## src/rtl/adc_pkg.sv

```systemverilog
// Shared types and sizing helpers for the multi-lane serial ADC capture engine.
package adc_pkg;

    typedef enum logic [1:0] {
        IDLE    = 2'd0,
        CONVERT = 2'd1,
        QUIET   = 2'd2
    } adc_state_t;

    localparam logic [1:0] S_IDLE    = IDLE;
    localparam logic [1:0] S_CONVERT = CONVERT;
    localparam logic [1:0] S_QUIET   = QUIET;

    localparam int ADC_FRAME_CNT_W = 16;

    // Width of a counter that runs 0..n-1 (never narrower than one bit).
    function automatic int cnt_width(input int n);
        return (n < 2) ? 1 : $clog2(n);
    endfunction

endpackage

```

## src/rtl/adc_capture_mc_if.sv

```systemverilog
// Bus between the ADC capture engine and its consumer; the peak ports exist
// only when ADC_PEAK_HOLD_EN is defined.
interface adc_capture_mc_if #(
    parameter int NUM_LANES   = 4,
    parameter int SAMPLE_BITS = 12
) ();
    import adc_pkg::*;

    logic                              enable;
    logic                              ad_cs;
    logic [NUM_LANES-1:0]              ad_sdata;
    logic [NUM_LANES*SAMPLE_BITS-1:0]  sample;
    logic                              sample_valid;
    logic                              busy;
    logic [ADC_FRAME_CNT_W-1:0]        frame_count;
`ifdef ADC_PEAK_HOLD_EN
    logic                              peak_clear;
    logic [NUM_LANES*SAMPLE_BITS-1:0]  peak;
`endif

    modport master (
        input  enable, ad_sdata,
        output ad_cs, sample, sample_valid, busy, frame_count
`ifdef ADC_PEAK_HOLD_EN
        , input peak_clear, output peak
`endif
    );

    modport slave (
        output enable, ad_sdata,
        input  ad_cs, sample, sample_valid, busy, frame_count
`ifdef ADC_PEAK_HOLD_EN
        , output peak_clear, input peak
`endif
    );

endinterface

```

## src/rtl/adc_lane_shift.sv

```systemverilog
// One lane's MSB-first deserialiser: shifts sdata in at the LSB while shift_en.
module adc_lane_shift #(
    parameter int SAMPLE_BITS = 12
) (
    input  logic                   clk,
    input  logic                   reset,
    input  logic                   shift_en,
    input  logic                   sdata,
    output logic [SAMPLE_BITS-1:0] shift_reg
);

    always_ff @(posedge clk) begin
        if (reset) begin
            shift_reg <= '0;
        end else if (shift_en) begin
            shift_reg <= {shift_reg[SAMPLE_BITS-2:0], sdata};
        end
    end

endmodule

```

## src/rtl/adc_capture_mc.sv

```systemverilog
// Multi-lane serial ADC capture: drives shared ad_cs, deserialises each lane and
// strobes parallel samples. Optional per-lane peak hold under ADC_PEAK_HOLD_EN.
module adc_capture_mc
    import adc_pkg::*;
#(
    parameter int NUM_LANES    = 4,
    parameter int SAMPLE_BITS  = 12,
    parameter int FRAME_BITS   = 16,
    parameter int LEAD_BITS    = 4,
    parameter int QUIET_CYCLES = 1
) (
    input logic             clk,
    input logic             reset,
    adc_capture_mc_if.master bus
);

    localparam int BW = cnt_width(FRAME_BITS);
    localparam int QW = cnt_width(QUIET_CYCLES);
    localparam int SW = NUM_LANES * SAMPLE_BITS;

    logic [1:0]                 state_reg, state_next;
    logic [BW-1:0]              bit_cnt_reg, bit_cnt_next;
    logic [QW-1:0]              quiet_cnt_reg, quiet_cnt_next;
    logic                       ad_cs_reg;
    logic                       busy_reg;
    logic [SW-1:0]              sample_reg;
    logic                       sample_valid_reg;
    logic [ADC_FRAME_CNT_W-1:0] frame_count_reg;

    logic          frame_done;
    logic          quiet_done;
    logic          shift_en;
    logic [SW-1:0] capture_word;

    assign frame_done = (state_reg == S_CONVERT) && (bit_cnt_reg == BW'(FRAME_BITS - 1));
    assign quiet_done = (state_reg == S_QUIET) && (quiet_cnt_reg == QW'(QUIET_CYCLES - 1));
    assign shift_en   = (state_reg == S_CONVERT)
                     && (int'(bit_cnt_reg) >= LEAD_BITS)
                     && (int'(bit_cnt_reg) <  LEAD_BITS + SAMPLE_BITS);

    always_comb begin
        state_next     = state_reg;
        bit_cnt_next   = bit_cnt_reg;
        quiet_cnt_next = quiet_cnt_reg;
        case (state_reg)
            S_IDLE: begin
                if (bus.enable) begin
                    state_next   = S_CONVERT;
                    bit_cnt_next = '0;
                end
            end
            S_CONVERT: begin
                if (frame_done) begin
                    state_next     = S_QUIET;
                    quiet_cnt_next = '0;
                end else begin
                    bit_cnt_next = bit_cnt_reg + BW'(1);
                end
            end
            S_QUIET: begin
                if (quiet_done) begin
                    state_next   = bus.enable ? S_CONVERT : S_IDLE;
                    bit_cnt_next = '0;
                end else begin
                    quiet_cnt_next = quiet_cnt_reg + QW'(1);
                end
            end
            default: state_next = S_IDLE;
        endcase
    end

    // ad_cs and busy are registered from the next state so they line up with it.
    always_ff @(posedge clk) begin
        if (reset) begin
            state_reg        <= S_IDLE;
            bit_cnt_reg      <= '0;
            quiet_cnt_reg    <= '0;
            ad_cs_reg        <= 1'b1;
            busy_reg         <= 1'b0;
            sample_reg       <= '0;
            sample_valid_reg <= 1'b0;
            frame_count_reg  <= '0;
        end else begin
            state_reg        <= state_next;
            bit_cnt_reg      <= bit_cnt_next;
            quiet_cnt_reg    <= quiet_cnt_next;
            ad_cs_reg        <= (state_next != S_CONVERT);
            busy_reg         <= (state_next != S_IDLE);
            sample_valid_reg <= frame_done;
            if (frame_done) begin
                sample_reg      <= capture_word;
                frame_count_reg <= frame_count_reg + ADC_FRAME_CNT_W'(1);
            end
        end
    end

    generate
        for (genvar gi = 0; gi < NUM_LANES; gi++) begin : g_lane
            logic [SAMPLE_BITS-1:0] shift_word;

            adc_lane_shift #(.SAMPLE_BITS(SAMPLE_BITS)) u_shift (
                .clk      (clk),
                .reset    (reset),
                .shift_en (shift_en),
                .sdata    (bus.ad_sdata[gi]),
                .shift_reg(shift_word)
            );

            // When the last data bit lands on the final CONVERT edge, fold it in here.
            assign capture_word[gi*SAMPLE_BITS +: SAMPLE_BITS] =
                shift_en ? {shift_word[SAMPLE_BITS-2:0], bus.ad_sdata[gi]} : shift_word;

`ifdef ADC_PEAK_HOLD_EN
            logic [SAMPLE_BITS-1:0] peak_reg;
            logic [SAMPLE_BITS-1:0] new_word;
            assign new_word = capture_word[gi*SAMPLE_BITS +: SAMPLE_BITS];

            always_ff @(posedge clk) begin
                if (reset) begin
                    peak_reg <= '0;
                end else if (frame_done) begin
                    if (bus.peak_clear || (new_word > peak_reg)) begin
                        peak_reg <= new_word;
                    end
                end else if (bus.peak_clear) begin
                    peak_reg <= '0;
                end
            end

            assign bus.peak[gi*SAMPLE_BITS +: SAMPLE_BITS] = peak_reg;
`endif
        end
    endgenerate

    assign bus.ad_cs        = ad_cs_reg;
    assign bus.busy         = busy_reg;
    assign bus.sample       = sample_reg;
    assign bus.sample_valid = sample_valid_reg;
    assign bus.frame_count  = frame_count_reg;

endmodule
```

## src/flat_wrapper.sv

```systemverilog
// flat-port wrapper written by rule: the top's interface ports become plain ports
module adc_capture_mc_flat import adc_pkg::*;
#(
    parameter int NUM_LANES    = 4,
    parameter int SAMPLE_BITS  = 12,
    parameter int FRAME_BITS   = 16,
    parameter int LEAD_BITS    = 4,
    parameter int QUIET_CYCLES = 1
)
  (clk, reset, bus_enable, bus_ad_sdata, bus_ad_cs, bus_sample, bus_sample_valid, bus_busy, bus_frame_count);
  adc_capture_mc_if #(.NUM_LANES(NUM_LANES), .SAMPLE_BITS(SAMPLE_BITS)) bus_i ();
  input logic clk;
  input logic reset;
  input wire logic [$bits(bus_i.enable)-1:0] bus_enable;
  input wire logic [$bits(bus_i.ad_sdata)-1:0] bus_ad_sdata;
  output wire logic [$bits(bus_i.ad_cs)-1:0] bus_ad_cs;
  output wire logic [$bits(bus_i.sample)-1:0] bus_sample;
  output wire logic [$bits(bus_i.sample_valid)-1:0] bus_sample_valid;
  output wire logic [$bits(bus_i.busy)-1:0] bus_busy;
  output wire logic [$bits(bus_i.frame_count)-1:0] bus_frame_count;
  assign bus_i.enable = bus_enable;
  assign bus_i.ad_sdata = bus_ad_sdata;
  assign bus_ad_cs = bus_i.ad_cs;
  assign bus_sample = bus_i.sample;
  assign bus_sample_valid = bus_i.sample_valid;
  assign bus_busy = bus_i.busy;
  assign bus_frame_count = bus_i.frame_count;
  adc_capture_mc #(.NUM_LANES(NUM_LANES), .SAMPLE_BITS(SAMPLE_BITS), .FRAME_BITS(FRAME_BITS), .LEAD_BITS(LEAD_BITS), .QUIET_CYCLES(QUIET_CYCLES)) u_core (.clk(clk), .reset(reset), .bus(bus_i));
endmodule
```

## config.mk

```make
export PLATFORM = sky130hd
export DESIGN_NAME = adc_capture_mc_flat
export DESIGN_NICKNAME = d
export VERILOG_FILES = /design/src/rtl/adc_pkg.sv /design/src/rtl/adc_capture_mc_if.sv /design/src/rtl/adc_lane_shift.sv /design/src/rtl/adc_capture_mc.sv /design/src/flat_wrapper.sv
export SDC_FILE = /design/constraint.sdc
export NUM_CORES = 1
export LEC_CHECK = 0
export CORE_MARGIN = 2
export CORE_UTILIZATION = 29
export DETAILED_ROUTE_END_ITERATION = 6
export HOLD_SLACK_MARGIN = 0.03
export PLACE_DENSITY = 0.52
export SETUP_SLACK_MARGIN = 0.15
export SLEW_MARGIN = 20
export SYNTH_ARGS = -nofsm -noshare
export SYNTH_HDL_FRONTEND = slang
export SYNTH_SLANG_ARGS = --single-unit
export TNS_END_PERCENT = 1
```

## constraint.sdc

```tcl
create_clock -name clk -period 3.5 [get_ports clk]
set_clock_uncertainty 0.15 [all_clocks]
set_input_delay 0.875 -clock clk [delete_from_list [all_inputs] [get_ports clk]]
set_output_delay 0.875 -clock clk [all_outputs]
set_load 0.1 [all_outputs]
```

After elaboration in Yosys (flattened, before gate mapping)
Cells that the tools add are included.
Widths: inputs -> output; s select.
{ "classes": {"eq_ne": 9, "n_addsub": 3, "reduce_logical": 9, "n_lt_le_gt_ge": 1, "n_bitwise": 1, "mux": 16} }
{ "op_table": {"columns": ["op", "n"], "rows": [
  ["$mux 12", 4],
  ["$add 16x1->16 const B", 1],
  ["$mux 4", 3],
  ["$pmux 4 s3", 1],
  ["$mux 2", 3],
  ["$ne 2x1->1 const B", 3],
  ["$ne 2x2->1 const B", 3],
  ["$pmux 2 s3", 1],
  ["$add 4x1->4 const B", 1],
  ["$eq 4x4->1 const B", 1],
  ["$ge 4x3->1 const B", 1],
  ["$reduce_and 4->1", 1],
  ["$reduce_bool 2->1", 2],
  ["$logic_and 1x1->1", 3],
  ["$mux 1", 3],
  ["$reduce_and 3->1", 1],
  ["$reduce_bool 3->1", 1],
  ["$eq 2x1->1 const B", 1],
  ["$eq 2x2->1 const B", 1],
  ["$logic_not 2->1", 1],
  ["$pmux 1 s2", 1],
  ["$add 1x1->1 const B", 1],
  ["$not 1->1", 1]
]} }
{ "totals": {"in_bits": 7, "wordCells": 51, "register_bits": 122} }

Longest topological paths before layout
{ "logic_depth": {"ltp_word": 5, "depth_mapped": 9} }

By module
A second synthesis with hierarchy kept.
{ "hier_totals": {"cells_unflattened": 504, "hier_area_um2": 4762.1} }
{ "modules_own_cells": {"columns": ["mod", "area_each_um2", "instances", "cells_per_inst", "seq_area_each_um2"], "rows": [
  ["adc_capture_mc", 3080.5, 1, 352, 1481.4],
  ["adc_lane_shift", 420.4, 4, 38, 240.2]
]} }

Least setup slack after synthesis
Ideal clock, no wire load.
{ "synth_timing": {"path_kind": "reg-to-reg", "startpoint": "reg u_core.frame_count_reg[0], in the netlist u_core.bus.frame_count[0]", "endpoint": "reg u_core.frame_count_reg[14], in the netlist u_core.bus.frame_count[14]", "arrival_ps": 2307, "stages_incl_launch_ff": 6, "synth_period_minus_slack_ps": 2527, "path_slack_ps": 973, "required_time_ps": 3280, "cell_sequence": "dfxtp_1 ha_1 nand3_1 or2_2 or4_1 a21oi_1"} }
{ "synth_between": {"elab_chain_cells": 1} }
{ "synth_lines": {"columns": ["element", "line", "source"], "rows": [
  ["start: declaration", "adc_capture_mc.sv:28", "logic [ADC_FRAME_CNT_W-1:0] frame_count_reg;"],
  ["start signal: assignment", "adc_capture_mc.sv:92", "frame_count_reg <= frame_count_reg + ADC_FRAME_CNT_W'(1);"],
  ["$add 16x1->16", "adc_capture_mc.sv:92", null]
]} }
No other way between the ends.
A chain may end at the register's enable or synchronous reset.

Worst setup path in the final report
{ "layout_timing": {"startpoint": "reg u_core.state_reg[0]", "endpoint": "reg u_core.frame_count_reg[15], in the netlist u_core.bus.frame_count[15]"} }
{ "layout_between": {"elab_chain_cells": 2} }
{ "layout_lines": {"columns": ["element", "line", "source"], "rows": [
  ["start: declaration", "adc_capture_mc.sv:21", "logic [1:0] state_reg, state_next;"],
  ["start signal: assignment", "adc_capture_mc.sv:84", "state_reg <= state_next;"],
  ["$eq 2x1->1", "adc_capture_mc.sv:35", "assign frame_done = (state_reg == S_CONVERT) && (bit_cnt_reg == BW'(FRAME_BITS - 1));"],
  ["$logic_and 1x1->1", "adc_capture_mc.sv:35", null]
]} }
No other way between the ends.

==> flow_metrics.tcl <==
set metrics [dict create \
    row_count 45 \
    hold_ws_ns 0.318 \
    post-dp-hpwl_mm 5.85 \
    worst_ir_drop_vdd_v 0.000290 \
    ys_types 39 \
    grt_antenna_before_repair 0 \
    worstPathArrival_ns 2.63 \
    crit_required_ns 3.69 \
    ant_nets 0 \
    end_kind "register" \
    clockRootBuffer "clkbuf_16" \
    leakage_nw 2.49 \
    dr.pass1.iters 4 \
    syn_nets 464 \
    synth_fa_ha_area_share_pct 1.69 \
    power_mw 3.14 \
    maxCapViolations 0 \
    setup_viol 0 \
    rsz0062_at_grt "false" \
    multiInputGateArea_um2 1870 \
    hold_buffers 0 \
    wl_per_cell_um 12.9 \
    diodes 0 \
    clk_latency_ns 0.41 \
    cts_inserted_buffers 17 \
    drt-vias-per-instance 4.70 \
    synth_top_area_cell "dfxtp_1" \
    crit_fanout 39 \
    drc_errors 0 \
    mostFrequentLayoutCell "dfxtp_1" \
    syn_area_um2 4450 \
    synth_xor_area_share_pct 1.97 \
    vias 3356 \
    synth_simple_gate_area_share_pct 15.7 \
    worst_pin_slew_ns 0.533 \
    grt_pass1_vias 3143 \
    core-area_um2 15100 \
    syn_avg_cell_area_um2 9.87 \
    layout-drive-gt1-share_pct 20.9 \
    synth_compound_area_share_pct 11.6 \
    cts-resized-gates 0 \
    status "finished, final reports clean" \
    final_nets 528 \
    synthFlopType "dfxtp_1" \
    finalWirelength_mm 9.22 \
    routabilityCongestion 0.729 \
    start_kind "register" \
    clock_sinks 122 \
    htreeDepth 4 \
    initial_utilization_pct 29.5 \
    yosysSeqAreaShare_pct 54.9 \
    fin_setup_tns_ns 0 \
    grt_max_degree 74 \
    track_usage_pct 11.9 \
    die_x_um 128 \
    hold_viol 0 \
    slew_headroom_pct 64.5 \
    io_pins 74 \
    clockBufferDepth 2 \
    cts_post_setup_buffers_inserted 0 \
    synth_top_area_share_pct 54.9 \
    async_flop_share_pct 0 \
    synth_edf_count 0 \
    syn_inst 451 \
    nFillCells 1509 \
    period_minus_slack_ns 2.44 \
    seq_area_um2 2440 \
    drt-initial-drc-count 151 \
    slowest_delay_ns 0.57 \
    slew_viol_final 0 \
    syn2layout_area_growth_pct 29.3 \
    yosysWarnings 0 \
    cts_tree "built" \
    hold_class "register to register" \
    muxShareOfSynthArea_pct 10.8 \
    period_share_pct 69.6 \
    reg2reg_slack_ns 1.06 \
    portBuffers 73 \
    crit_type "register to register" \
    final_cell_mix "dfxtp_1, nor2_1, buf_4" \
    synth_top_family_by_area "simple AND/OR/NAND/NOR gates" \
    fin_area_um2 5750 \
    ys_ff_latch 122 \
    fmax_ghz 0.410 \
    die-height_um 128 \
    placed_cell_area_um2 5190 \
    slowest_stage "and4_4" \
    grt_overflow_total 0 \
    power.density_nw_per_um2 546 \
    grt_pass1_wl_mm 15.2 \
    clk_pin_slew_ns 0.05 \
    die-area_um2 16300 \
    cp_cell_sequence "ha_1, and4_4, nand2_2, or4_1, a21oi_1" \
    synth_area_leaders "dfxtp_1, mux2i_1, nor2_1, a211oi_1, clkbuf_1" \
]
cell usage after synthesis, types with 4 or more instances:
master	instances
nand3_1	6
clkbuf_1	20
nor2_1	107
a211oi_1	50
xnor2_1	4
nor3_1	5
nand4_1	5
inv_1	4
a21oi_1	13
ha_1	6
buf_2	7
nand2_1	8
xor2_1	6
or3_1	5
dfxtp_1	122
o21ai_0	6
mux2i_1	48
power breakdown:
group | switching (mW) | internal, mW
combinational | 0.0530 | 0.0208
clock | 0.615 | 1.06
sequential | 0.00322 | 1.39
total | 0.671 | 2.47
cell families after synthesis:
| logic type | after synthesis |
|---|---|
| buffers and inverters | 35 |
| multiplexers | 48 |
| AO/OA/AOI/OAI | 75 |
| adder cells (fa/ha/maj) | 6 |
| flip-flops | 122 |
| AND/OR/NAND/NOR | 155 |
| XOR/XNOR | 10 |
per-stage QoR:
step                      setup WS (ns)  util, %  cells
after global routing              0.857     38.1    714
after detailed placement          0.956     34.4    684
after CTS                          1.06     38.1    714
after global placement            0.998     34.4    684
final                              1.06     38.1    714
after floorplan                   0.973        -    451
path summary, 6_finish.rpt:
path,to,start,depth (start not counted)
worst min-delay path,u_core.quiet_cnt_reg,u_core.quiet_cnt_reg,2
worst max-delay path,u_core.bus.frame_count[15],u_core.state_reg[0],5
worst max register to register,u_core.bus.frame_count[15],u_core.state_reg[0],5
worst min register to register,u_core.quiet_cnt_reg,u_core.quiet_cnt_reg,2
critical path: cells and delay by family, from the launching register on:
kind	cells	cell delay (ns)
AO/OA/AOI/OAI	1	0.14
adder cells (fa/ha/maj)	1	0.42
flip-flops	1	0.42
AND/OR/NAND/NOR	3	1.24
routing by layer:
metal	global-route usage, %	share of wire, %	wire (µm)	up-vias
met2	18.6	46	4270	62
met1	14.4	47	4330	1566
met5	0	0	0	-
met4	5.43	1.2	114	0
li1	-	-	-	1719
met3	4.80	5.6	514	9
cell type report:
cell class,count,area share (%)
clock buffers,19,7.70
clock inverters,11,2.15
inverters,4,0.261
multi-input cells,294,32.6
flip-flops and latches,122,42.5
well taps,188,4.09
repair buffers,76,10.8
No activity file was read; power rests on OpenSTA's default activity.
